$ cat src/rtl/cail_param_loader_pkg.sv
// Shared definitions for the calibration parameter loader: FSM encoding,
// index widths and EEPROM record geometry.
package cail_pkg;

    localparam int unsigned EEPROM_BYTES_PER_PARAM = 4;
    localparam logic [7:0]  DEFAULT_DEVICE_ID      = 8'hA0;
    localparam int unsigned CH_W                   = 4;
    localparam int unsigned TYPE_W                 = 2;
    localparam int unsigned CNT_W                  = $clog2(EEPROM_BYTES_PER_PARAM + 1);

    typedef enum logic [2:0] {
        ST_IDLE,
        ST_REQ,
        ST_COLLECT,
        ST_WRITE,
        ST_DONE,
        ST_ERR
    } state_t;

endpackage

$ cat src/rtl/cail_param_loader_if.sv
// Loader-side bus: iic_ctrl read port plus the parameter store write port.
interface cail_param_loader_if;
    import cail_pkg::*;

    logic              iic_r_req;
    logic [7:0]        iic_device_id;
    logic [15:0]       iic_reg_addr;
    logic              iic_addr_mode;
    logic [5:0]        iic_r_num;
    logic              iic_r_valid;
    logic [7:0]        iic_rd_data;
    logic              iic_wr_done;
    logic              iic_ack;
    logic              param_wr_req;
    logic [CH_W-1:0]   param_ch;
    logic [TYPE_W-1:0] param_type;
    logic [31:0]       param_data;

    modport master (
        output iic_r_req, iic_device_id, iic_reg_addr, iic_addr_mode, iic_r_num,
        input  iic_r_valid, iic_rd_data, iic_wr_done, iic_ack,
        output param_wr_req, param_ch, param_type, param_data
    );

    modport slave (
        input  iic_r_req, iic_device_id, iic_reg_addr, iic_addr_mode, iic_r_num,
        output iic_r_valid, iic_rd_data, iic_wr_done, iic_ack,
        input  param_wr_req, param_ch, param_type, param_data
    );

endinterface

$ cat src/rtl/cail_param_loader_byte_assembler.sv
// Byte counter plus MSB-first shift register; exposes the post-edge word and
// fullness so the caller can act on a byte arriving in the same cycle.
module cail_byte_assembler
    import cail_pkg::*;
(
    input  logic        clk,
    input  logic        rst,
    input  logic        clear,
    input  logic        shift,
    input  logic [7:0]  data,
    output logic [31:0] word_nxt,
    output logic        full_nxt
);

    logic [31:0]      word;
    logic [CNT_W-1:0] count;
    logic [CNT_W-1:0] count_nxt;

    always_comb begin
        word_nxt  = word;
        count_nxt = count;
        if (clear) begin
            word_nxt  = '0;
            count_nxt = '0;
        end else if (shift && (count < CNT_W'(EEPROM_BYTES_PER_PARAM))) begin
            word_nxt  = {word[23:0], data};
            count_nxt = count + CNT_W'(1);
        end
    end

    assign full_nxt = (count_nxt == CNT_W'(EEPROM_BYTES_PER_PARAM));

    always_ff @(posedge clk) begin
        if (rst) begin
            word  <= '0;
            count <= '0;
        end else begin
            word  <= word_nxt;
            count <= count_nxt;
        end
    end

endmodule

$ cat src/rtl/cail_param_loader.sv
// Boot-time loader: reads each (channel, type) calibration word from the I2C
// EEPROM and writes it into the parameter store, type index innermost.
module cail_param_loader
    import cail_pkg::*;
#(
    parameter int unsigned NUM_CH    = 16,
    parameter int unsigned NUM_TYPE  = 3,
    parameter logic [7:0]  DEVICE_ID = DEFAULT_DEVICE_ID,
    parameter logic [15:0] BASE_ADDR = 16'h0000,
    parameter logic [23:0] TIMEOUT   = 24'd5000000
) (
    input  logic              clk,
    input  logic              rst,
    input  logic              start,
    output logic              busy,
    output logic              done,
    output logic              error,
    output logic [CH_W-1:0]   err_ch,
    output logic [TYPE_W-1:0] err_type,
    cail_param_loader_if.master bus
);

    localparam logic [CH_W-1:0]   CH_LAST   = CH_W'(NUM_CH - 1);
    localparam logic [TYPE_W-1:0] TYPE_LAST = TYPE_W'(NUM_TYPE - 1);
    // The counter holds 0 in the first COLLECT cycle, so ERR is entered the
    // cycle after it would step to TIMEOUT-1: TIMEOUT cycles after iic_r_req.
    localparam logic [23:0]       TMO_LAST  = TIMEOUT - 24'd2;

    state_t            state;
    state_t            state_next;
    logic [CH_W-1:0]   ch;
    logic [TYPE_W-1:0] typ;
    logic [23:0]       tmo_cnt;
    logic [31:0]       word_nxt;
    logic              full_nxt;
    logic              last_entry;

    assign bus.iic_device_id = DEVICE_ID;
    assign bus.iic_addr_mode = 1'b1;
    assign bus.iic_r_num     = 6'd4;
    assign last_entry        = (typ == TYPE_LAST) && (ch == CH_LAST);

    cail_byte_assembler u_asm (
        .clk      (clk),
        .rst      (rst),
        .clear    (state == ST_REQ),
        .shift    ((state == ST_COLLECT) && bus.iic_r_valid),
        .data     (bus.iic_rd_data),
        .word_nxt (word_nxt),
        .full_nxt (full_nxt)
    );

    always_ff @(posedge clk) begin
        if (rst) state <= ST_IDLE;
        else     state <= state_next;
    end

    always_comb begin
        state_next = state;
        case (state)
            ST_IDLE:    if (start) state_next = ST_REQ;
            ST_REQ:     state_next = ST_COLLECT;
            ST_COLLECT: begin
                if (bus.iic_wr_done)        state_next = (bus.iic_ack && full_nxt) ? ST_WRITE : ST_ERR;
                else if (tmo_cnt == TMO_LAST) state_next = ST_ERR;
            end
            ST_WRITE:   state_next = last_entry ? ST_DONE : ST_REQ;
            ST_DONE:    state_next = ST_IDLE;
            ST_ERR:     state_next = ST_IDLE;
            default:    state_next = ST_IDLE;
        endcase
    end

    always_ff @(posedge clk) begin
        if (rst) begin
            busy             <= 1'b0;
            done             <= 1'b0;
            error            <= 1'b0;
            err_ch           <= '0;
            err_type         <= '0;
            ch               <= '0;
            typ              <= '0;
            tmo_cnt          <= '0;
            bus.iic_r_req    <= 1'b0;
            bus.iic_reg_addr <= '0;
            bus.param_wr_req <= 1'b0;
            bus.param_ch     <= '0;
            bus.param_type   <= '0;
            bus.param_data   <= '0;
        end else begin
            bus.iic_r_req    <= (state_next == ST_REQ);
            bus.param_wr_req <= (state_next == ST_WRITE);
            done             <= (state_next == ST_DONE);
            busy             <= state_next inside {ST_REQ, ST_COLLECT, ST_WRITE, ST_ERR};
            tmo_cnt          <= (state == ST_COLLECT) ? tmo_cnt + 24'd1 : '0;

            if ((state == ST_IDLE) && start) begin
                ch               <= '0;
                typ              <= '0;
                error            <= 1'b0;
                err_ch           <= '0;
                err_type         <= '0;
                bus.iic_reg_addr <= BASE_ADDR;
            end

            // Running address equals BASE_ADDR + 4*(ch*NUM_TYPE + type), wrapping at 2^16.
            if ((state == ST_WRITE) && (state_next == ST_REQ)) begin
                bus.iic_reg_addr <= bus.iic_reg_addr + 16'd4;
                if (typ == TYPE_LAST) begin
                    typ <= '0;
                    ch  <= ch + CH_W'(1);
                end else begin
                    typ <= typ + TYPE_W'(1);
                end
            end

            if (state_next == ST_WRITE) begin
                bus.param_ch   <= ch;
                bus.param_type <= typ;
                bus.param_data <= word_nxt;
            end

            if (state_next == ST_ERR) begin
                error    <= 1'b1;
                err_ch   <= ch;
                err_type <= typ;
            end
        end
    end

endmodule

$ cat src/flat_wrapper.sv
// flat-port wrapper written by rule: the top's interface ports become plain ports
module cail_param_loader_flat import cail_pkg::*;
#(
    parameter int unsigned NUM_CH    = 16,
    parameter int unsigned NUM_TYPE  = 3,
    parameter logic [7:0]  DEVICE_ID = DEFAULT_DEVICE_ID,
    parameter logic [15:0] BASE_ADDR = 16'h0000,
    parameter logic [23:0] TIMEOUT   = 24'd5000000
)
  (clk, rst, start, busy, done, error, err_ch, err_type, bus_iic_r_req, bus_iic_device_id, bus_iic_reg_addr, bus_iic_addr_mode, bus_iic_r_num, bus_iic_r_valid, bus_iic_rd_data, bus_iic_wr_done, bus_iic_ack, bus_param_wr_req, bus_param_ch, bus_param_type, bus_param_data);
  cail_param_loader_if bus_i ();
  input  logic clk;
  input  logic rst;
  input  logic start;
  output logic busy;
  output logic done;
  output logic error;
  output logic [CH_W-1:0] err_ch;
  output logic [TYPE_W-1:0] err_type;
  output wire logic [$bits(bus_i.iic_r_req)-1:0] bus_iic_r_req;
  output wire logic [$bits(bus_i.iic_device_id)-1:0] bus_iic_device_id;
  output wire logic [$bits(bus_i.iic_reg_addr)-1:0] bus_iic_reg_addr;
  output wire logic [$bits(bus_i.iic_addr_mode)-1:0] bus_iic_addr_mode;
  output wire logic [$bits(bus_i.iic_r_num)-1:0] bus_iic_r_num;
  input wire logic [$bits(bus_i.iic_r_valid)-1:0] bus_iic_r_valid;
  input wire logic [$bits(bus_i.iic_rd_data)-1:0] bus_iic_rd_data;
  input wire logic [$bits(bus_i.iic_wr_done)-1:0] bus_iic_wr_done;
  input wire logic [$bits(bus_i.iic_ack)-1:0] bus_iic_ack;
  output wire logic [$bits(bus_i.param_wr_req)-1:0] bus_param_wr_req;
  output wire logic [$bits(bus_i.param_ch)-1:0] bus_param_ch;
  output wire logic [$bits(bus_i.param_type)-1:0] bus_param_type;
  output wire logic [$bits(bus_i.param_data)-1:0] bus_param_data;
  assign bus_iic_r_req = bus_i.iic_r_req;
  assign bus_iic_device_id = bus_i.iic_device_id;
  assign bus_iic_reg_addr = bus_i.iic_reg_addr;
  assign bus_iic_addr_mode = bus_i.iic_addr_mode;
  assign bus_iic_r_num = bus_i.iic_r_num;
  assign bus_i.iic_r_valid = bus_iic_r_valid;
  assign bus_i.iic_rd_data = bus_iic_rd_data;
  assign bus_i.iic_wr_done = bus_iic_wr_done;
  assign bus_i.iic_ack = bus_iic_ack;
  assign bus_param_wr_req = bus_i.param_wr_req;
  assign bus_param_ch = bus_i.param_ch;
  assign bus_param_type = bus_i.param_type;
  assign bus_param_data = bus_i.param_data;
  cail_param_loader #(.NUM_CH(NUM_CH), .NUM_TYPE(NUM_TYPE), .DEVICE_ID(DEVICE_ID), .BASE_ADDR(BASE_ADDR), .TIMEOUT(TIMEOUT)) u_core (.clk(clk), .rst(rst), .start(start), .busy(busy), .done(done), .error(error), .err_ch(err_ch), .err_type(err_type), .bus(bus_i));
endmodule
$ cat config.mk
export PLATFORM = sky130hd
export DESIGN_NAME = cail_param_loader_flat
export DESIGN_NICKNAME = d
export VERILOG_FILES = /design/src/rtl/cail_param_loader_pkg.sv /design/src/rtl/cail_param_loader_if.sv /design/src/rtl/cail_param_loader_byte_assembler.sv /design/src/rtl/cail_param_loader.sv /design/src/flat_wrapper.sv
export SDC_FILE = /design/constraint.sdc
export NUM_CORES = 1
export LEC_CHECK = 0
export ABC_AREA = 1
export CORE_UTILIZATION = 30
export CTS_CLUSTER_SIZE = 20
export DETAILED_ROUTE_END_ITERATION = 10
export GPL_TIMING_DRIVEN = 1
export HOLD_SLACK_MARGIN = 0.15
export PLACE_DENSITY = 0.52
export SETUP_SLACK_MARGIN = 0.5
export SKIP_CTS_REPAIR_TIMING = 1
export SYNTH_ARGS = -nofsm -noshare
export SYNTH_HDL_FRONTEND = slang
export SYNTH_HIERARCHICAL = 1
export SYNTH_SLANG_ARGS = --single-unit
$ cat constraint.sdc
create_clock -name clk -period 2.7 [get_ports clk]
set_clock_uncertainty 0.1 [all_clocks]
set_input_delay 0.54 -clock clk [delete_from_list [all_inputs] [get_ports clk]]
set_output_delay 0.54 -clock clk [all_outputs]
set_load 0.02 [all_outputs]
==> Word level (Yosys, flattened, before mapping) <==
Cells that the tools add are included.
{ "totals": {"out_inout_bits": 80, "word_cells": 70, "in_bits": 14, "regBits": 133} }
{ "classes": {"muxes": 23, "eq_ne": 12, "reduce_logical": 11, "bitwise_logic": 1, "add_sub_neg": 5, "order_cmp": 1} }
{ "op_table": {"columns": ["op", "count"], "rows": [
  ["2-to-1 mux 32 bit", 2],
  ["2-to-1 mux 16 bit", 2],
  ["adder 24 x 1 -> 24 bit (second input constant)", 1],
  ["equality test 24 x 23 -> 1 bit (second input constant)", 1],
  ["2-to-1 mux 3 bit", 7],
  ["2-to-1 mux 4 bit", 5],
  ["adder 16 x 3 -> 16 bit (second input constant)", 1],
  ["equality test 3 x 2 -> 1 bit (second input constant)", 4],
  ["case mux 3 bit (4 select lines)", 1],
  ["equality test 3 bit (second input constant)", 3],
  ["2-to-1 mux 2 bit", 4],
  ["equality test 3 x 1 -> 1 bit (second input constant)", 2],
  ["logical AND 1 bit", 6],
  ["adder 4 x 1 -> 4 bit (second input constant)", 1],
  ["equality test 4 bit (second input constant)", 1],
  ["nonzero test 2 bit", 2],
  ["nonzero test 4 bit", 1],
  ["adder 3 x 1 -> 3 bit (second input constant)", 1],
  ["logical NOT 3 bit", 1],
  ["< comparator 3 bit (second input constant)", 1],
  ["adder 2 x 1 -> 2 bit (second input constant)", 1],
  ["equality test 2 bit (second input constant)", 1],
  ["2-to-1 mux 1 bit", 2],
  ["OR reduction 2 bit", 1],
  ["NOT 1 bit", 1]
]} }

==> Logic depth before layout (Yosys ltp) <==
Gate-level depths: netlist of run 1.
{ "depth": {"ltp_word": 13, "ltp_mapped": 17, "mapped_depth_nobuf": 16} }

==> Modules after synthesis <==
Netlist of run 1, hierarchy kept.
{ "modules_own_cells": {"columns": ["mod", "seq_area_each_um2", "instances", "cells_each", "area_per_inst_um2"], "rows": [
  ["cail_param_loader", 1921.8, 1, 664, 4674.5],
  ["cail_byte_assembler", 700.7, 1, 199, 1729.2]
]} }

==> Worst setup path before layout of run 1 <==
Ideal clock, no wire load.
{ "synth_path": {"kind": "flip-flop to flip-flop", "startpoint": "register u_core.state[1]", "endpoint": "register u_core.bus.param_ch[0]", "setup_time_ps": 115, "path_buffers": 2, "stages_incl_launch_ff": 18, "slack_ps": 286, "period_less_slack_ps": 2414, "required_time_ps": 2485, "t_arrival_ps": 2199, "cell_sequence": "dfxtp_1 inv_1 nor3_2 inv_1 nor2_1 nand2_4 buf_6 nand2_1 nand4_1 nor2_1 nand3_1 nand2_1 nand2_1 nand2_2 clkbuf_1 nand3_1 nand2_1 nor2_1"} }
{ "synth_via": {"elab_chain_cells": 11, "elab_cells_between_ends": 16, "classes_between": "5 x eq/ne; 7 x mux; 4 x reduce/logical"} }
{ "synth_rtl": {"columns": ["item", "line_no", "rtl"], "rows": [
  ["from (decl)", "cail_param_loader.sv:29", "state_t state;"],
  ["from (signal assigned)", "cail_param_loader.sv:55", "else state <= state_next;"],
  ["equality test 3 x 2 -> 1 bit", "cail_param_loader.sv:47", ".shift ((state == ST_COLLECT) && bus.iic_r_valid),"],
  ["logical AND 1 bit", "cail_param_loader.sv:47", null],
  ["logical AND 1 bit", "cail_param_loader_byte_assembler.sv:25", "end else if (shift && (count < CNT_W'(EEPROM_BYTES_PER_PARAM))) begin"],
  ["2-to-1 mux 3 bit", "cail_param_loader_byte_assembler.sv:25", null],
  ["2-to-1 mux 3 bit *", "cail_param_loader_byte_assembler.sv:22", "if (clear) begin"],
  ["equality test 3 bit *", "cail_param_loader_byte_assembler.sv:31", "assign full_nxt = (count_nxt == CNT_W'(EEPROM_BYTES_PER_PARAM));"],
  ["via u_core.full_nxt", "cail_param_loader.sv:35", "logic full_nxt;"],
  ["logical AND 1 bit *", "cail_param_loader.sv:64", "if (bus.iic_wr_done) state_next = (bus.iic_ack && full_nxt) ? ST_WRITE : ST_ERR;"],
  ["2-to-1 mux 3 bit * (2 in a row)", "cail_param_loader.sv:64", null],
  ["case mux 3 bit (4 select lines) *", "cail_param_loader.sv:60", "case (state)"],
  ["equality test 3 x 2 -> 1 bit *", "cail_param_loader.sv:117", "if (state_next == ST_WRITE) begin"],
  ["to (signal assigned)", "cail_param_loader.sv:118", "bus.param_ch <= ch;"],
  ["to (decl)", "cail_param_loader_if.sv:22", "output param_wr_req, param_ch, param_type, param_data"]
]} }
The timed path passes the listed nets; every way through them passes the cells marked *.
A chain may end at the register's enable or synchronous reset.

==> Final worst setup path of run 1 <==
{ "layout_path": {"startpoint": "register u_core.state[1]", "endpoint": "register u_core.bus.param_data[8]"} }
{ "layout_via": {"elab_chain_cells": 11, "elab_cells_between_ends": 18, "classes_between": "5 x eq/ne; 9 x mux; 4 x reduce/logical"} }
{ "layout_rtl": {"columns": ["item", "line_no", "rtl"], "rows": [
  ["equality test 3 x 2 -> 1 bit", "cail_param_loader.sv:47", null],
  ["logical AND 1 bit", "cail_param_loader.sv:47", null],
  ["logical AND 1 bit", "cail_param_loader_byte_assembler.sv:25", null],
  ["2-to-1 mux 3 bit", "cail_param_loader_byte_assembler.sv:25", null],
  ["2-to-1 mux 3 bit *", "cail_param_loader_byte_assembler.sv:22", null],
  ["equality test 3 bit *", "cail_param_loader_byte_assembler.sv:31", null],
  ["via u_core.full_nxt", "cail_param_loader.sv:35", null],
  ["logical AND 1 bit *", "cail_param_loader.sv:64", null],
  ["2-to-1 mux 3 bit * (2 in a row)", "cail_param_loader.sv:64", null],
  ["case mux 3 bit (4 select lines) *", "cail_param_loader.sv:60", null],
  ["equality test 3 x 2 -> 1 bit *", "cail_param_loader.sv:117", null],
  ["to (signal assigned)", "cail_param_loader.sv:120", "bus.param_data <= word_nxt;"],
  ["to (decl)", "cail_param_loader_if.sv:22", null]
]} }
Marks and branches as above.

==> summary.md, run 1 <==
| Metric | Value |
|---|---|
| Max-capacitance violation count | `0` |
| Synthesized flop and latch total | `131` |
| Vertical die dimension | `148.1 um` |
| Critical path launch point type | `flop` |
| Initial Utilization | `30.56%` |
| Total routed wire length on the met1 layer | `7.802 mm` |
| Critical path fanouts, max | `6` |
| Clock period minus final worst setup slack | `2.391 ns` |
| DIE AREA | `0.02193 mm^2` |
| Count of different cell masters after synthesis | `44` |
| Placed instance count | `1195` |
| Combined area of the multi-input logic cells | `0.003306 mm^2` |
| Count of H-tree levels built during CTS | `4` |
| Clock tree from TritonCTS | `yes` |
| Cell class contributing the biggest share of worst-path delay | `simple AND/OR/NAND/NOR gates` |
| Leading register cell type out of synthesis | `sky130_fd_sc_hd__dfxtp_1` |
| TritonRoute pass-1 iters | `6` |
| Clock latency on the worst-skew pair | `0.42 ns` |
| Maximum cell stage delay along the critical path | `0.34 ns` |
| Buffer type at the clock tree root | `sky130_fd_sc_hd__clkbuf_16` |
| Post-Place Worst Slack | `0.03856 ns` |
| Power per unit of standard cell area | `611.2 mW/mm^2` |
| Slew headroom | `38.16%` |
| Status | `complete, no violations` |
| EDFF count, synth | `0` |
| Length of routed met3 wiring | `807 um` |
| Slew of the pin with the lowest slew margin | `0.9277 ns` |
| IR drop worst, VDD | `0.4836 mV` |
| Highest metal layer with signal wires | `met4` |
| Hold Path Class | `flop to flop` |
| WS Path Type | `flop to flop` |
| Flip-flop and latch area | `0.002624 mm^2` |
| Placed cell areas | `0.007460 mm^2` |
| Maximum clock rate | `418.2 MHz` |
| Kind of end point of the critical path | `flop` |
| Pleak | `3.152 nW` |
| Finished layout cell area | `0.008553 mm^2` |
| Antenna viol nets, final | `0` |
| Gpl congestion | `0.7771` |
| Number of input and output port buffers inserted | `76` |
| Synthesis-to-finish area growth | `33.57%` |
| Die Span X | `148.1 um` |
| Wire length of the first global-routing pass | `25.21 mm` |
| RSZ-0062 raised after global routing | `true` |
| Worst reg2reg startpoint | `u_core/state[1]` |
| Site row count | `53` |
| Largest net degree at the start of global routing | `64` |
| Number of global-route vias before repair | `5113` |
| Sum Neg Setup Slack | `0 ns` |
| Fin cells | `1245` |
| Routed length per placed instance | `12.90 um` |
| Critical path arrival | `2.60 ns` |
| Slowest stage cell, crit path | `sky130_fd_sc_hd__dfxtp_2` |
| Min-Delay Startpoint | `u_core/err_ch[2]` |
| Sum of routed wire length over all layers | `16.06 mm` |
| Max-slew violation count | `0` |
| Grt ovf | `0` |
| Critical path required time | `2.91 ns` |
| I/O pins | `94` |
| Core Box Area | `0.02096 mm^2` |
| Cells along the critical path | `inv_2 -> nor3_4 -> inv_2 -> nor2_4 -> nand2_4 -> nand2_2 -> nand2_2 -> nor2_2 -> nor2_1 -> nand3_1 -> nand2_1 -> nand2_2 -> nand2_4 -> buf_12 -> buf_12 -> buf_4 -> a21oi_2 -> nor2_1` |
| Fin nets | `976` |
| Detailed Route Iter0 Violations | `244` |
| DRC errors left | `0` |
| Average instance area after synthesis | `7.420 um^2` |
| Antenna violations before repair | `0` |
| Number of filler instances in the final layout | `2201` |
| Gate count of the mapped netlist | `863` |
| Final-report setup violation count | `0` |
| Placed wire-length estimate after detailed placement | `10.28 mm` |
| Number of buffers created by CTS | `17` |
| Launching instance or port of the critical path | `u_core/state[1]` |
| Total length of routed met2 wires | `7.277 mm` |
| Antenna diode count | `0` |
| Final core area utilization | `40.82%` |
| Fraction of the yosys area taken by sequential cells | `40.95%` |
| Final total power | `5.228 mW` |
| Netlist area before placement | `0.006404 mm^2` |
| Async S/R FF share, synth | `0%` |
| Total via count after detailed routing | `5655` |
| Vias per std cell | `4.542` |
| Combined global-route utilization of all metal layers | `14.48%` |
| CTS clock-pin slew for the worst setup and hold paths | `0.06 ns` |
| Tightest hold margin | `0.3637 ns` |
| Share of the clock period used by the worst path | `88.57%` |
| Number of hold violations in the final report | `0` |
| Final Worst Setup Slack | `0.3087 ns` |
| Maximum clock path buffer count | `2` |
| Most prevalent standard cell on the critical path | `sky130_fd_sc_hd__nand2_2` |
| Share of post-route cells with drive strength above 1 | `23.40%` |
| Sinks on the clock net | `131` |
| Buffers plus inverters on the worst setup path | `5` |
| Yosys Warn Count | `6` |
-- path summary, 6_finish.rpt --
kind / depth (start not counted) / slack (ns) / end
min: 2 / 0.36 / u_core/err_ch[2]
max reg2reg: 18 / 0.31 / u_core/bus.param_data[8]
min reg2reg: 2 / 0.36 / u_core/err_ch[2]
max: 18 / 0.31 / u_core/bus.param_data[8]
-- metal layers --
layer / global-route usage (%) / vias up
met4: 5.619 / 0
li1: - / 2945
met1: 19.24 / 2591
met5: 0 / -
met2: 22.25 / 106
met3: 3.865 / 13
-- worst register-to-register path, delay by kind of cell (launching register included) --
family / cells / cell delay (ns)
compound gates: 1 / 0.10
buf+inv: 5 / 0.57
flops: 1 / 0.34
simple gates: 12 / 1.19
-- cells in the mapped netlist (all sizes together), types with 3 or more instances --
| cell | count | area, um^2 |
|---|---|---|
| nor2 | 150 | 669.4 |
| nand2 | 145 | 579.3 |
| dfxtp | 131 | 2623 |
| inv | 93 | 354.1 |
| a21oi | 82 | 485.5 |
| nand3 | 65 | 330.3 |
| o21ai | 50 | 250.2 |
| buf | 42 | 341.6 |
| nor3 | 42 | 365.4 |
| clkbuf | 15 | 56.30 |
| nand4 | 13 | 81.33 |
| or2 | 6 | 37.53 |
| ha | 5 | 62.56 |
| xor2 | 3 | 26.28 |
-- final cells by class --
cell class / instances / area share, %
Timing Repair Buffer: 117 / 15.04
Sequential cell: 131 / 30.68
Tap cell: 275 / 4.023
Inverter: 94 / 4.242
Clock inverter: 10 / 1.712
Clock buffer: 22 / 5.661
Multi-Input combinational cell: 596 / 38.65
-- state kept, by name, summed over array words and instances (netlist names), 2 cells and up --
register,cells
u_core/bus.iic_reg_addr,14
u_core/bus.param_ch,4
u_core/bus.param_data,32
u_core/bus.param_type,2
u_core/ch,4
u_core/err_ch,4
u_core/err_type,2
u_core/state,3
u_core/tmo_cnt,24
u_core/typ,2
u_core/u_asm/count,3
u_core/u_asm/word,32
-- cells by family after synthesis --
| logic type | share of synthesized area [%] |
|---|---|
| adder cells (fa/ha/maj) | 0.9769 |
| XOR/XNOR | 0.5472 |
| other | 0.1173 |
| AND/OR/NAND/NOR | 32.96 |
| flip-flops | 40.95 |
| buffers and inverters | 11.80 |
| AO/OA/AOI/OAI | 12.64 |
-- power by group --
group	leakage [nW]	internal [mW]	switching [mW]
combinational	1.80	0.307	0.443
clock	0.296	1.56	0.890
sequential	1.06	1.99	0.0388
-- cells in the final DEF (no fill, tap or decap), drive strengths merged, types with 2 or more instances in the layout --
cell           synthesis  routed
dlymetal6s2s           0       4
o21ai                 50      50
o211ai                 2       2
clkdlybuf4s50          0      71
dfxtp                131     131
clkbuf                15      25
clkinv                 1       2
nor2                 150     150
nor4                   2       2
a211oi                 2       2
nor3b                  2       2
conb                   2      17
nor3                  42      42
nand4                 13      13
or2                    6       6
a31oi                  2       2
clkinvlp               0       4
bufinv                 0       3
inv                   93      95
xor2                   3       3
buf                   42      39
nand3                 65      65
nand2                145     145
ha                     5       5
o21bai                 2       2
a21oi                 82      82
Power figures use the tool's default switching activity.
==> inputs of run 2 (changes only) <==
Settings changed: CELL_PAD_IN_SITES_DETAIL_PLACEMENT from default to 0, CELL_PAD_IN_SITES_GLOBAL_PLACEMENT from default to 1, PLACE_DENSITY 0.52 to 0.66.
==> summary.md, run 2 (synthesized netlist as in run 1, its figures left out) <==
| Metric | Value |
|---|---|
| Status | `complete, no violations (unchanged)` |
| DIE AREA | `0.02193 mm^2 (unchanged)` |
| Regs by FF count | `u_core/bus.param_data x32, u_core/u_asm/word x32, u_core/tmo_cnt x24 (unchanged)` |
| Antenna viol nets, final | `0 (unchanged)` |
| Vertical die dimension | `148.1 um (unchanged)` |
| Clock latency on the worst-skew pair | `0.42 ns (about the same)` |
| RSZ-0062 raised after global routing | `true (unchanged)` |
| Final core area utilization | `39.66% (was 40.82%)` |
| Critical path fanouts, max | `16 (was 6)` |
| Hold Path Class | `primary input to flop (was flop to flop)` |
| Final Worst Setup Slack | `0.3260 ns (was 0.3087 ns)` |
| Final total power | `4.899 mW (was 5.228 mW)` |
| Sum of routed wire length over all layers | `16.07 mm (was 16.06 mm)` |
| Final-report setup violation count | `0 (unchanged)` |
| Post-Place Worst Slack | `0.01158 ns (was 0.03856 ns)` |
| Initial Utilization | `30.56% (unchanged)` |
| Grt ovf | `0 (unchanged)` |
| WS Path Type | `flop to flop (unchanged)` |
| Pleak | `3.108 nW (was 3.152 nW)` |
| Kind of end point of the critical path | `flop (unchanged)` |
| Number of buffers created by CTS | `17 (unchanged)` |
| Clock tree from TritonCTS | `yes (unchanged)` |
| DRC errors left | `0 (unchanged)` |
| Total via count after detailed routing | `5580 (was 5655)` |
| Synthesis-to-finish area growth | `29.80% (was 33.57%)` |
| Number of input and output port buffers inserted | `76 (unchanged)` |
| Max-capacitance violation count | `0 (unchanged)` |
| Sinks on the clock net | `131 (unchanged)` |
| Gpl congestion | `0.7454 (was 0.7771)` |
| Most common cell after layout, fill and taps aside | `sky130_fd_sc_hd__dfxtp_1 (unchanged)` |
| Sum Neg Setup Slack | `0 ns (unchanged)` |
| Wire length of the first global-routing pass | `25.93 mm (was 25.21 mm)` |
| Max-slew violation count | `0 (unchanged)` |
| Die Span X | `148.1 um (unchanged)` |
| Launching instance or port of the critical path | `u_core/state[1] (unchanged)` |
| Min-Delay Startpoint | `rst (was u_core/err_ch[2])` |
| Buffer type at the clock tree root | `sky130_fd_sc_hd__clkbuf_16 (unchanged)` |
| Share of the clock period used by the worst path | `87.92% (was 88.57%)` |
| Most used cells in the layout excluding fill and tap cells | `sky130_fd_sc_hd__dfxtp_1, sky130_fd_sc_hd__nand2_1, sky130_fd_sc_hd__nor2_1 (unchanged)` |
| Fin cells | `1241 (was 1245)` |
| Maximum clock path buffer count | `2 (unchanged)` |
| Vias per std cell | `4.496 (was 4.542)` |
| Clock period minus final worst setup slack | `2.374 ns (was 2.391 ns)` |
| Slew of the pin with the lowest slew margin | `0.6478 ns (was 0.9277 ns)` |
| Antenna diode count | `0 (unchanged)` |
| TritonRoute pass-1 iters | `5 (was 6)` |
| Placed cell areas | `0.007475 mm^2 (was 0.007460 mm^2)` |
| CTS clock-pin slew for the worst setup and hold paths | `0.06 ns (about the same)` |
| Core Box Area | `0.02096 mm^2 (unchanged)` |
| IR drop worst, VDD | `0.4490 mV (was 0.4836 mV)` |
| Count of H-tree levels built during CTS | `4 (unchanged)` |
| Placed instance count | `1202 (was 1195)` |
| Placed wire-length estimate after detailed placement | `10.62 mm (was 10.28 mm)` |
| Combined global-route utilization of all metal layers | `14.98% (was 14.48%)` |
| I/O pins | `94 (unchanged)` |
| Site row count | `53 (unchanged)` |
| Critical path launch point type | `flop (unchanged)` |
| Share of post-route cells with drive strength above 1 | `21.33% (was 23.40%)` |
| Critical path arrival | `2.59 ns (was 2.60 ns)` |
| Maximum clock rate | `421.2 MHz (was 418.2 MHz)` |
| Number of hold violations in the final report | `0 (unchanged)` |
| Critical path required time | `2.92 ns (was 2.91 ns)` |
| Tightest hold margin | `0.2737 ns (was 0.3637 ns)` |
| Routed length per placed instance | `12.95 um (was 12.90 um)` |
| Fin nets | `976 (unchanged)` |
| Finished layout cell area | `0.008312 mm^2 (was 0.008553 mm^2)` |
| Antenna violations before repair | `0 (unchanged)` |
| Largest net degree at the start of global routing | `37 (was 64)` |
| Power per unit of standard cell area | `589.5 mW/mm^2 (was 611.2 mW/mm^2)` |
| Worst reg2reg startpoint | `u_core/state[1] (unchanged)` |
| Number of global-route vias before repair | `5124 (was 5113)` |
| Slew headroom | `56.76% (was 38.16%)` |
| Detailed Route Iter0 Violations | `308 (was 244)` |
==> run 2: path summary, 6_finish.rpt <==
kind | end | slack, ns | cells past startpoint
worst min-delay path | u_core/bus.param_wr_req | 0.27 | 2
worst max register to register | u_core/bus.param_data[26] | 0.33 | 17
worst min register to register | u_core/err_ch[3] | 0.36 | 2
worst max-delay path | u_core/bus.param_data[26] | 0.33 | 17
==> run 2: report_power, final <==
group	internal (mW)	switching (mW)
Combinational	0.283	0.426
Sequential	1.99	0.0373
Clock	1.33	0.836
==> run 2: worst max-delay path, cell delays in order (launching register included) <==
cell,delay (ns)
sky130_fd_sc_hd__dfxtp_2,0.33
sky130_fd_sc_hd__inv_2,0.05
sky130_fd_sc_hd__nor3_4,0.27
sky130_fd_sc_hd__inv_2,0.10
sky130_fd_sc_hd__nor2_4,0.19
sky130_fd_sc_hd__nand2_4,0.07
sky130_fd_sc_hd__nand2_2,0.08
sky130_fd_sc_hd__nand2_2,0.06
sky130_fd_sc_hd__nor2_1,0.09
sky130_fd_sc_hd__nor2_1,0.05
sky130_fd_sc_hd__nand3_1,0.10
sky130_fd_sc_hd__nand2_1,0.07
sky130_fd_sc_hd__nand2_2,0.12
sky130_fd_sc_hd__nand2_8,0.11
sky130_fd_sc_hd__clkbuf_16,0.20
sky130_fd_sc_hd__buf_4,0.14
sky130_fd_sc_hd__a21oi_2,0.10
sky130_fd_sc_hd__nor2_1,0.05
==> run 2: area by class of cell <==
type                       count  area (um^2)
fill                        2295        12640
multi-input combinational    596         3217
sequential                   131         2624
timing repair buffer         117         1237
clock buffer                  20        436.7
inverter                      94        362.8
tap                          275        344.1
clock inverter                 8        90.09
==> run 2: metal layers <==
metal | wire length, um | global-route usage [%]
met1 | 8321 | 21.07
met2 | 6977 | 21.97
met3 | 576 | 4.049
met4 | 199 | 4.948
met5 | 0 | 0
==> inputs of run 3 (changes only) <==
Settings changed: ABC_AREA 1 to default, TNS_END_PERCENT from default to 5.
==> summary.md, run 3 <==
| Metric | Value |
|---|---|
| Critical path fanouts, max | `7 (was 16)` |
| Vertical die dimension | `139.3 um (was 148.1 um)` |
| Leading register cell type out of synthesis | `sky130_fd_sc_hd__dfxtp_1 (unchanged)` |
| Share of cell area taken by muxes after synthesis | `6.904% (was 0%)` |
| Final total power | `4.586 mW (was 4.899 mW)` |
| DIE AREA | `0.01940 mm^2 (was 0.02193 mm^2)` |
| Main combinational cell family by area after synthesis | `simple AND/OR/NAND/NOR gates (unchanged)` |
| Share of the clock period used by the worst path | `80.64% (was 87.92%)` |
| Site row count | `49 (was 53)` |
| IR drop worst, VDD | `0.4145 mV (was 0.4490 mV)` |
| Gate count of the mapped netlist | `656 (was 863)` |
| Combined global-route utilization of all metal layers | `14.34% (was 14.98%)` |
| WS Path Type | `flop to flop (unchanged)` |
| Sum Neg Setup Slack | `0 ns (unchanged)` |
| Total via count after detailed routing | `4636 (was 5580)` |
| Fin nets | `755 (was 976)` |
| Hold Path Class | `flop to flop (was primary input to flop)` |
| Number of hold violations in the final report | `0 (unchanged)` |
| EDFF count, synth | `0 (unchanged)` |
| Number of buffers created by CTS | `17 (unchanged)` |
| Commonest cells in the synthesized netlist | `sky130_fd_sc_hd__dfxtp_1, sky130_fd_sc_hd__nor2_1, sky130_fd_sc_hd__nand2_1 (was sky130_fd_sc_hd__nand2_1, sky130_fd_sc_hd__dfxtp_1, sky130_fd_sc_hd__nor2_1)` |
| Routed length per placed instance | `14.42 um (was 12.95 um)` |
| Post-synth top area cell | `sky130_fd_sc_hd__dfxtp_1 (unchanged)` |
| Status | `complete, no violations (unchanged)` |
| Pleak | `2.826 nW (was 3.108 nW)` |
| Antenna viol nets, final | `0 (unchanged)` |
| Detailed Route Iter0 Violations | `216 (was 308)` |
| Fraction of the yosys area taken by sequential cells | `46.38% (was 40.95%)` |
| Regs by FF count | `u_core/bus.param_data x32, u_core/u_asm/word x32, u_core/tmo_cnt x24 (unchanged)` |
| Placed wire-length estimate after detailed placement | `9.182 mm (was 10.62 mm)` |
| Post-synthesis share of cell area spent on and, or, nand and nor gates | `25.98% (was 32.96%)` |
| Post-synthesis share of cell area spent on full adders, half adders and majority gates | `1.106% (was 0.9769%)` |
| Finished layout cell area | `0.007365 mm^2 (was 0.008312 mm^2)` |
| Largest net degree at the start of global routing | `51 (was 37)` |
| Slew of the pin with the lowest slew margin | `0.6783 ns (was 0.6478 ns)` |
| Initial Utilization | `31.05% (was 30.56%)` |
| Worst-case reg-to-reg path depth | `11 (was 17)` |
| TritonRoute pass-1 iters | `4 (was 5)` |
| Compound-gate portion of the synthesized area | `8.785% (was 12.64%)` |
| Async S/R FF share, synth | `0% (unchanged)` |
| Final core area utilization | `40.45% (was 39.66%)` |
| Sum of routed wire length over all layers | `14.11 mm (was 16.07 mm)` |
| Maximum clock rate | `459.3 MHz (was 421.2 MHz)` |
| Number of global-route vias before repair | `4451 (was 5124)` |
| Total routed wire length on the met1 layer | `6.550 mm (was 8.321 mm)` |
| Synthesis-to-finish area growth | `30.25% (was 29.80%)` |
| Placed cell areas | `0.006501 mm^2 (was 0.007475 mm^2)` |
| Wire length of the first global-routing pass | `21.92 mm (was 25.93 mm)` |
| DRC errors left | `0 (unchanged)` |
| Critical path launch point type | `flop (unchanged)` |
| Most common cell in the synthesized netlist | `sky130_fd_sc_hd__dfxtp_1 (was sky130_fd_sc_hd__nand2_1)` |
| RSZ-0062 raised after global routing | `true (unchanged)` |
| Critical path required time | `2.95 ns (was 2.92 ns)` |
| Clock tree from TritonCTS | `yes (unchanged)` |
| Top post-synthesis cells by area | `sky130_fd_sc_hd__dfxtp_1, sky130_fd_sc_hd__nor2_1, sky130_fd_sc_hd__nand2_1, sky130_fd_sc_hd__mux2i_1, sky130_fd_sc_hd__a21oi_1 (was sky130_fd_sc_hd__dfxtp_1, sky130_fd_sc_hd__nand2_1, sky130_fd_sc_hd__nor2_1, sky130_fd_sc_hd__nand3_1, sky130_fd_sc_hd__inv_1)` |
| Top cell type's share of synthesized area | `46.38% (was 40.95%)` |
| Sinks on the clock net | `131 (unchanged)` |
| Vias per std cell | `4.740 (was 4.496)` |
| Slew headroom | `54.14% (was 56.76%)` |
| CTS clock-pin slew for the worst setup and hold paths | `0.06 ns (about the same)` |
| Count of H-tree levels built during CTS | `4 (unchanged)` |
| Netlist area before placement | `0.005654 mm^2 (was 0.006404 mm^2)` |
| Final-report setup violation count | `0 (unchanged)` |
| Die Span X | `139.3 um (was 148.1 um)` |
| Most common cell after layout, fill and taps aside | `sky130_fd_sc_hd__dfxtp_1 (unchanged)` |
| Clock latency on the worst-skew pair | `0.41 ns (was 0.42 ns)` |
| Antenna diode count | `0 (unchanged)` |
| Clock period minus final worst setup slack | `2.177 ns (was 2.374 ns)` |
| Total length of routed met2 wires | `6.848 mm (was 6.977 mm)` |
| Most used cells in the layout excluding fill and tap cells | `sky130_fd_sc_hd__dfxtp_1, sky130_fd_sc_hd__nor2_1, sky130_fd_sc_hd__nand2_1 (was sky130_fd_sc_hd__dfxtp_1, sky130_fd_sc_hd__nand2_1, sky130_fd_sc_hd__nor2_1)` |
| Max-capacitance violation count | `0 (unchanged)` |
| Instance count along the most critical hold path | `2 (unchanged)` |
| Antenna violations before repair | `0 (unchanged)` |
| Xor-xnor portion of the synthesized cell area | `3.563% (was 0.5471%)` |
| Count of different cell masters after synthesis | `58 (was 44)` |
| Kind of end point of the critical path | `flop (unchanged)` |
| Highest metal layer with signal wires | `met4 (unchanged)` |
| Share of post-route cells with drive strength above 1 | `12.82% (was 21.33%)` |
| Yosys Warn Count | `6 (unchanged)` |
| Max-slew violation count | `0 (unchanged)` |
| Critical path arrival | `2.43 ns (was 2.59 ns)` |
| Synthesized flop and latch total | `131 (unchanged)` |
| Buffer type at the clock tree root | `sky130_fd_sc_hd__clkbuf_16 (unchanged)` |
| Number of filler instances in the final layout | `1801 (was 2295)` |
| Gpl congestion | `0.7720 (was 0.7454)` |
| Average instance area after synthesis | `8.619 um^2 (was 7.420 um^2)` |
| Length of routed met3 wiring | `562 um (was 576 um)` |
| Number of input and output port buffers inserted | `76 (unchanged)` |
| Grt ovf | `0 (unchanged)` |
| Core Box Area | `0.01821 mm^2 (was 0.02096 mm^2)` |
| I/O pins | `94 (unchanged)` |
| Power per unit of standard cell area | `622.7 mW/mm^2 (was 589.5 mW/mm^2)` |
| Maximum clock path buffer count | `2 (unchanged)` |
[run 3: area by class of cell]
type	count	area [um^2]	share of cell area (%)
Tap cell	229	286.5	3.891
Sequential cell	131	2633	35.75
Inverter	7	26.28	0.3568
Clock buffer	21	470.5	6.388
Timing Repair Buffer	99	1033	14.03
Clock inverter	11	150.1	2.039
Multi-Input combinational cell	480	2765	37.55
[run 3: critical path: stages, from the launching register on]
cell	delay [ns]
sky130_fd_sc_hd__dfxtp_4	0.36
sky130_fd_sc_hd__nor3b_4	0.22
sky130_fd_sc_hd__and2_4	0.18
sky130_fd_sc_hd__and4bb_2	0.23
sky130_fd_sc_hd__a21oi_2	0.04
sky130_fd_sc_hd__nor3_2	0.22
sky130_fd_sc_hd__nand3_2	0.13
sky130_fd_sc_hd__nor2_4	0.15
sky130_fd_sc_hd__buf_12	0.15
sky130_fd_sc_hd__clkbuf_16	0.15
sky130_fd_sc_hd__nand2_2	0.06
sky130_fd_sc_hd__a21oi_2	0.13
[run 3: worst paths after layout]
kind                              from                        end  slack (ns)
max                    u_core/state[0]   u_core/bus.param_data[5]        0.52
min          u_core/bus.param_data[21]  u_core/bus.param_data[21]        0.35
max reg2reg            u_core/state[0]   u_core/bus.param_data[5]        0.52
min reg2reg  u_core/bus.param_data[21]  u_core/bus.param_data[21]        0.35
[run 3: report_power, final]
part	leakage [nW]	switching (mW)	internal, mW
Combinational	1.47	0.156	0.0770
Clock	0.300	0.868	1.53
Sequential	1.06	0.00950	1.95
Total	2.83	1.03	3.55
[run 3: logic make-up (layout without fill, tap and decap cells)]
kind of cell / count (synthesis) / in the layout
adders and majority gates: 5 / 5
other: 2 / 17
muxes: 39 / 39
AOI/OAI and AO/OA: 85 / 85
and+or+nand+nor: 311 / 311
DFF: 131 / 131
xor gates and xnor gates: 23 / 23
buffers and inverters: 60 / 138
[run 3: routing by layer]
metal / global-route usage, % / up-vias
li1: - / 2338
met1: 17.70 / 2193
met2: 23.49 / 94
met3: 3.992 / 11
met4: 5.906 / 0
met5: 0 / -
[run 3: metrics by stage]
| stage | cells | hold slack, ns | setup WS (ns) |
|---|---|---|---|
| after floorplan | 671 | 0.3599 | 0.4728 |
| after global placement | 935 | 0.3444 | 0.1507 |
| final | 978 | 0.3541 | 0.5228 |
| after detailed placement | 935 | 0.3494 | 0.1153 |
| after global routing | 978 | 0.3772 | 0.4050 |
| after CTS | 967 | 0.3580 | 0.3406 |
